`config.mk`:
```
export PLATFORM = sky130hd
export DESIGN_NAME = gray_step_ctrl_flat
export DESIGN_NICKNAME = d
export VERILOG_FILES = /design/src/rtl/gray_pkg.sv /design/src/rtl/gray_step_ctrl_if.sv /design/src/rtl/gray_core.sv /design/src/rtl/gray_step_ctrl.sv /design/src/flat_wrapper.sv
export SDC_FILE = /design/constraint.sdc
export NUM_CORES = 1
export LEC_CHECK = 0
export ABC_AREA = 1
export CAP_MARGIN = 20
export CELL_PAD_IN_SITES_DETAIL_PLACEMENT = 1
export CELL_PAD_IN_SITES_GLOBAL_PLACEMENT = 1
export CORE_MARGIN = 2
export CORE_UTILIZATION = 38
export CTS_CLUSTER_DIAMETER = 200
export CTS_CLUSTER_SIZE = 30
export DETAILED_ROUTE_END_ITERATION = 10
export GPL_TIMING_DRIVEN = 1
export PLACE_DENSITY_LB_ADDON = 0.1
export SYNTH_ARGS = -nofsm -noshare
export SYNTH_HDL_FRONTEND = slang
export SYNTH_HIERARCHICAL = 1
export SYNTH_SLANG_ARGS = --single-unit
```
`constraint.sdc`:
```
create_clock -name Clk -period 5.8 [get_ports Clk]
set_input_delay 0.58 -clock Clk [delete_from_list [all_inputs] [get_ports Clk]]
set_output_delay 0.58 -clock Clk [all_outputs]
set_load 0.01 [all_outputs]
```
`src/rtl/gray_pkg.sv`:
```
// Shared encodings and the Gray step sequence for the step controller.
package gray_pkg;

    typedef enum logic [1:0] {
        CMD_STEP_N      = 2'b00,
        CMD_RUN_TO_WRAP = 2'b01,
        CMD_CLEAR       = 2'b10,
        CMD_ILLEGAL     = 2'b11
    } cmd_e;

    typedef enum logic [1:0] {
        ST_IDLE = 2'd0,
        ST_STEP = 2'd1,
        ST_WRAP = 2'd2
    } state_e;

    localparam int unsigned CODE_W    = 3;
    localparam logic [2:0]  GRAY_LAST = 3'b100;

    // Successor in 000-001-011-010-110-111-101-100 order; 100 returns to 000.
    function automatic logic [2:0] gray_next(input logic [2:0] code);
        case (code)
            3'b000:  gray_next = 3'b001;
            3'b001:  gray_next = 3'b011;
            3'b011:  gray_next = 3'b010;
            3'b010:  gray_next = 3'b110;
            3'b110:  gray_next = 3'b111;
            3'b111:  gray_next = 3'b101;
            3'b101:  gray_next = 3'b100;
            default: gray_next = 3'b000;
        endcase
    endfunction

endpackage

```
`src/rtl/gray_step_ctrl_if.sv`:
```
// Host command / status bundle for gray_step_ctrl.
interface gray_step_ctrl_if
    import gray_pkg::*;
#(
    parameter int unsigned CNT_W = 8
) ();

    logic               Start;
    cmd_e               Cmd;
    logic [CNT_W-1:0]   Steps;
    logic               Stop;
    logic               Busy;
    logic               Done;
    logic               Aborted;
    logic               Error;
    logic [CODE_W-1:0]  Code;
    logic               Wrapped;
    logic [CNT_W-1:0]   WrapCount;

    modport master (
        output Start, Cmd, Steps, Stop,
        input  Busy, Done, Aborted, Error, Code, Wrapped, WrapCount
    );

    modport slave (
        input  Start, Cmd, Steps, Stop,
        output Busy, Done, Aborted, Error, Code, Wrapped, WrapCount
    );

endinterface

```
`src/rtl/gray_core.sv`:
```
// 3-bit Gray step register; Wrap flags the advance out of the last code.
module gray_core
    import gray_pkg::*;
(
    input  logic              Clk,
    input  logic              Reset,
    input  logic              En,
    input  logic              Clr,
    output logic [CODE_W-1:0] Code,
    output logic              Wrap
);

    always_ff @(posedge Clk) begin
        if (Reset) begin
            Code <= 3'b000;
        end else if (Clr) begin
            Code <= 3'b000;
        end else if (En) begin
            Code <= gray_next(Code);
        end
    end

    assign Wrap = En && (Code == GRAY_LAST);

endmodule

```
`src/rtl/gray_step_ctrl.sv`:
```
// Command sequencer for the Gray step counter: STEP_N, RUN_TO_WRAP, CLEAR,
// with wrap tracking and a Busy/Done completion handshake.
module gray_step_ctrl
    import gray_pkg::*;
#(
    parameter int unsigned CNT_W = 8
) (
    input  logic             Clk,
    input  logic             Reset,
    gray_step_ctrl_if.slave  bus
);

    localparam logic [CNT_W-1:0] CNT_MAX = '1;

    state_e             state_q, state_d;
    logic [CNT_W-1:0]   rem_q, rem_d;
    logic               busy_q, done_q, aborted_q, error_q;
    logic               done_d, aborted_d, error_d;
    logic               wrapped_q;
    logic [CNT_W-1:0]   wrap_cnt_q;
    logic               en_c, clr_c, wrap_c;
    logic [CODE_W-1:0]  code;

    gray_core u_core (
        .Clk   (Clk),
        .Reset (Reset),
        .En    (en_c),
        .Clr   (clr_c),
        .Code  (code),
        .Wrap  (wrap_c)
    );

    always_ff @(posedge Clk) begin
        if (Reset) begin
            state_q   <= ST_IDLE;
            rem_q     <= '0;
            busy_q    <= 1'b0;
            done_q    <= 1'b0;
            aborted_q <= 1'b0;
            error_q   <= 1'b0;
        end else begin
            state_q   <= state_d;
            rem_q     <= rem_d;
            busy_q    <= (state_d != ST_IDLE);
            done_q    <= done_d;
            aborted_q <= aborted_d;
            error_q   <= error_d;
        end
    end

    // Next state, counter enable and completion pulses.
    always_comb begin
        state_d   = state_q;
        rem_d     = rem_q;
        en_c      = 1'b0;
        clr_c     = 1'b0;
        done_d    = 1'b0;
        aborted_d = 1'b0;
        error_d   = 1'b0;
        case (state_q)
            ST_IDLE: begin
                if (bus.Start) begin
                    case (bus.Cmd)
                        CMD_STEP_N: begin
                            if (bus.Steps != '0) begin
                                rem_d   = bus.Steps;
                                state_d = ST_STEP;
                            end else begin
                                done_d = 1'b1;
                            end
                        end
                        CMD_RUN_TO_WRAP: state_d = ST_WRAP;
                        CMD_CLEAR: begin
                            clr_c  = 1'b1;
                            done_d = 1'b1;
                        end
                        default: begin
                            done_d  = 1'b1;
                            error_d = 1'b1;
                        end
                    endcase
                end
            end
            ST_STEP: begin
                if (bus.Stop) begin
                    state_d   = ST_IDLE;
                    done_d    = 1'b1;
                    aborted_d = 1'b1;
                end else begin
                    en_c  = 1'b1;
                    rem_d = rem_q - CNT_W'(1);
                    if (rem_q == CNT_W'(1)) begin
                        state_d = ST_IDLE;
                        done_d  = 1'b1;
                    end
                end
            end
            ST_WRAP: begin
                if (bus.Stop) begin
                    state_d   = ST_IDLE;
                    done_d    = 1'b1;
                    aborted_d = 1'b1;
                end else begin
                    en_c = 1'b1;
                    if (code == GRAY_LAST) begin
                        state_d = ST_IDLE;
                        done_d  = 1'b1;
                    end
                end
            end
            default: state_d = ST_IDLE;
        endcase
    end

    // Sticky wrap flag and saturating wrap counter.
    always_ff @(posedge Clk) begin
        if (Reset || clr_c) begin
            wrapped_q  <= 1'b0;
            wrap_cnt_q <= '0;
        end else if (wrap_c) begin
            wrapped_q <= 1'b1;
            if (wrap_cnt_q != CNT_MAX) begin
                wrap_cnt_q <= wrap_cnt_q + CNT_W'(1);
            end
        end
    end

    assign bus.Busy      = busy_q;
    assign bus.Done      = done_q;
    assign bus.Aborted   = aborted_q;
    assign bus.Error     = error_q;
    assign bus.Code      = code;
    assign bus.Wrapped   = wrapped_q;
    assign bus.WrapCount = wrap_cnt_q;

endmodule

```
`src/flat_wrapper.sv`:
```
// flat-port wrapper written by rule: the top's interface ports become plain ports
module gray_step_ctrl_flat import gray_pkg::*;
#(
    parameter int unsigned CNT_W = 8
)
  (Clk, Reset, bus_Start, bus_Cmd, bus_Steps, bus_Stop, bus_Busy, bus_Done, bus_Aborted, bus_Error, bus_Code, bus_Wrapped, bus_WrapCount);
  gray_step_ctrl_if #(.CNT_W(CNT_W)) bus_i ();
  input  logic Clk;
  input  logic Reset;
  input wire logic [$bits(bus_i.Start)-1:0] bus_Start;
  input wire logic [$bits(bus_i.Cmd)-1:0] bus_Cmd;
  input wire logic [$bits(bus_i.Steps)-1:0] bus_Steps;
  input wire logic [$bits(bus_i.Stop)-1:0] bus_Stop;
  output wire logic [$bits(bus_i.Busy)-1:0] bus_Busy;
  output wire logic [$bits(bus_i.Done)-1:0] bus_Done;
  output wire logic [$bits(bus_i.Aborted)-1:0] bus_Aborted;
  output wire logic [$bits(bus_i.Error)-1:0] bus_Error;
  output wire logic [$bits(bus_i.Code)-1:0] bus_Code;
  output wire logic [$bits(bus_i.Wrapped)-1:0] bus_Wrapped;
  output wire logic [$bits(bus_i.WrapCount)-1:0] bus_WrapCount;
  assign bus_i.Start = bus_Start;
  assign bus_i.Cmd = bus_Cmd;
  assign bus_i.Steps = bus_Steps;
  assign bus_i.Stop = bus_Stop;
  assign bus_Busy = bus_i.Busy;
  assign bus_Done = bus_i.Done;
  assign bus_Aborted = bus_i.Aborted;
  assign bus_Error = bus_i.Error;
  assign bus_Code = bus_i.Code;
  assign bus_Wrapped = bus_i.Wrapped;
  assign bus_WrapCount = bus_i.WrapCount;
  gray_step_ctrl #(.CNT_W(CNT_W)) u_core (.Clk(Clk), .Reset(Reset), .bus(bus_i));
endmodule
```
==> results by group <==
Power and ir drop
  • PD cells: 228.0 nW/um^2
  • Worst vdd ir: approximately 160 uV
  • Leak: 0.8905 nW

Worst setup path
  • R2r setup slk: 3.57 ns
  • Worst r2r dst: u_core/bus.WrapCount[5]
  • R2R depth: 10
  • CP startpoint: bus_Stop
  • WS Path Type: input pin to flip-flop
  • CP Max Fanout: 8
  • WP data required: about 6.0 ns
  • Worst r2r src: u_core/state_q[1]
  • Crit path capture: u_core/bus.WrapCount[5]
  • Crit path launch type: input pin
  • Arr. time, crit path: approximately 2.5 ns
  • CP Capture Type: flip-flop

STA
  • Worst-Margin Slew: 0.5577 ns
  • Clk_skew: slightly below 0.004 ns
  • RSZ-0062 raised after global routing: false
  • Setup-failing EPs final: 0
  • Final Hold Fails: 0
  • Post-route clock period utilization: 0.3875
  • Max-slew violations: 0
  • Fmax: approximately 0.44 GHz
  • Post-layout minimum cycle time: ~2.2 ns
  • Final WS setup: 3.552 ns
  • Slew margin rel.: 0.6282
  • TNS Setup: 0 ns
  • Hold Slack: between 0.4 and 0.5 ns

Logic synthesis
  • Synthesis-stage register bit count: 26
  • Average size of a mapped cell: 6.376 sq um
  • Synth area leader: dfxtp_1
  • Cell area after synthesis: between 1500 and 2000 sq um
  • Post-synthesis instance total: between 200 and 250
  • Yosys top cell area share: 0.3415
  • Yosys warns: 6
  • Top cells by area, synth: dfxtp_1, nand2_1, nor2_1, inv_1, nand3_1
  • Number of distinct library cells after synthesis: 23
  • Syn_nets: 260
  • Sequential-to-total area share from yosys stat: 0.3415

Place
  • Post-Place Setup Slack: between 3 and 4 ns
  • Port bufs: 29
  • Placed cells: ~320
  • DP Wirelength: about 3.2 mm
  • Routability cong.: 0.7733

Clock tree
  • Hold_buf cts: 0
  • Htree depth: 1
  • Postcts setup bufs: 0
  • CTS Root Cell: clkbuf_8
  • Resized Gates After CTS: 0
  • Worst skew pair latency: ~0.27 ns
  • Total CTS buffers: 3
  • CTS tree: yes
  • Clock buffer depth: 2
  • Sink Count: 26
  • Reg clk slew, reported paths: 0.09 ns

Route
  • 1st-iter DRT viols: 41
  • Wire length per cell: 12.51 microns
  • Vias: between 1500 and 2000
  • Detailed Routing Iterations Pass 1: 4
  • Post-route ant nets: 0
  • Post-route DRC: 0
  • Total wire length: approximately 4 mm
  • Avg Vias per Cell: 4.791

Final layout
  • Commonest non-fill, non-tap cell in the layout: nand2_1
  • Most frequent cells in the layout: nand2_1, nor2_1, inv_1, clkdlybuf4s50_1, dfxtp_1
  • ANT cells: 0
  • Cell Count, Final, Fillers Out: between 300 and 400
  • Util after Layout: 0.4929
  • Fillers: between 500 and 600
  • Area delta synth->final: 27.50%
  • Share of layout cells above drive strength 1: 0.04428
  • Final nets: around 290

Min path
  • HP Class: flip-flop to flip-flop

Floorplanning
  • Core ar.: ~3900 sq um
  • Die area: ~4500 sq um
  • Die X: around 67 microns
  • Site Rows: 23
  • I/O Pins: 30
  • Chip Height: about 67 microns
  • Initial Util: 0.3865

Global route
  • Gr usage total: 0.1939
  • Pin count of the biggest net entering global routing: 16
  • First-pass GRT wire length: about 6.7 mm
  • GRT Residual Overflow: 0
  • Vias in the first global route: around 1600
  • Initial antenna violation count: 0

Status
  • Outcome: complete, no violations

Flow run
  • Max Cap Violations: 0
## synth_stat cells
| library cell | instances |
|---|---|
| dfxtp_1 | 26 |
| or2_2 | 1 |
| o21ai_0 | 12 |
| o211ai_1 | 1 |
| nor3_1 | 1 |
| inv_1 | 36 |
| a21oi_1 | 15 |
| a31oi_1 | 1 |
| nor2_1 | 38 |
| nor2_2 | 1 |
| buf_2 | 1 |
| xor2_1 | 1 |
| nor2_4 | 1 |
| nor3_4 | 1 |
| mux2i_1 | 1 |
| a211oi_4 | 1 |
| nand2_2 | 2 |
| nand2_4 | 1 |
| nand3_1 | 21 |
| nand3b_1 | 1 |
| ha_1 | 7 |
| nand2_1 | 67 |
| nand4_1 | 2 |
## state kept, by name, summed over array words and instances, names as in the netlist, named ones only
register	cells
u_core/bus.Aborted	1
u_core/bus.Busy	1
u_core/bus.Done	1
u_core/bus.Error	1
u_core/bus.WrapCount	8
u_core/bus.Wrapped	1
u_core/rem_q	8
u_core/state_q	2
u_core/u_core/Code	2
## per-stage QoR
| stage | area (sq um) | power, mW |
|---|---|---|
| after floorplan | 1524 | 0.2608 |
| after global placement | 1872 | 0.2927 |
| after detailed placement | 1872 | 0.2949 |
| after CTS | 1943 | 0.4495 |
| after global routing | 1943 | 0.4683 |
| final | 1943 | 0.4431 |
## routing by layer
| metal | part of all wire | track usage | wire, microns | up-vias |
|---|---|---|---|---|
| li1 | - | - | - | 816 |
| met5 | 0 | 0 | 0 | - |
| met1 | 0.47 | 0.2364 | 1902 | 696 |
| met2 | 0.48 | 0.3465 | 1915 | 22 |
| met4 | 0.012 | 0.04337 | 47 | 0 |
| met3 | 0.038 | 0.04333 | 152 | 4 |
## cell families (layout without fill, tap and decap cells)
| family | after synthesis | after routing | synth area share |
|---|---|---|---|
| adders and majority gates | 7 | 7 | 0.05747 |
| buffers and inverters | 37 | 69 | 0.09195 |
| muxes | 1 | 1 | 0.006568 |
| DFF | 26 | 26 | 0.3415 |
| xor gates and xnor gates | 1 | 1 | 0.005748 |
| AOI/OAI and AO/OA | 30 | 30 | 0.1108 |
| and+or+nand+nor | 137 | 137 | 0.3859 |
## worst min path at each step
stage / from / cells past startpoint / slack, ns / to
after global routing: u_core/bus.WrapCount[4] / 2 / 0.52 / u_core/bus.WrapCount[4]
after CTS: u_core/bus.WrapCount[4] / 2 / 0.48 / u_core/bus.WrapCount[4]
after global placement: u_core/bus.WrapCount[4] / 2 / 0.46 / u_core/bus.WrapCount[4]
after detailed placement: u_core/bus.WrapCount[4] / 2 / 0.46 / u_core/bus.WrapCount[4]
after floorplan: u_core/rem_q[1] / 2 / 0.45 / u_core/rem_q[1]
final: u_core/bus.WrapCount[4] / 2 / 0.48 / u_core/bus.WrapCount[4]
## worst max-delay path, cell delays in order
cell and delay, ns:
clkdlybuf4s50_1 0.50, nor2_1 0.33, nand2_2 0.11, nor2_1 0.15
nand2_1 0.18, nor2_1 0.31, nand3_1 0.11, a21oi_1 0.17
## power by group
| part | total, mW | leakage (nW) | switching [mW] | internal, mW |
|---|---|---|---|---|
| combinational | 0.0967 | 0.644 | 0.0584 | 0.0383 |
| sequential | 0.195 | 0.211 | 0.00765 | 0.187 |
| clock | 0.152 | 0.0357 | 0.0595 | 0.0924 |
| total | 0.443 | 0.891 | 0.126 | 0.318 |
## cell type report
cell class,count,area (sq um),area share
clock buffer,3,41.29,0.02125
clock inverter,1,30.03,0.01545
inverter,36,135.1,0.06954
multi-input combinational,176,863.3,0.4443
sequential,26,520.5,0.2679
tap,50,62.56,0.03220
timing repair buffer,29,290.3,0.1494
No activity file was read; power rests on OpenSTA's default activity.
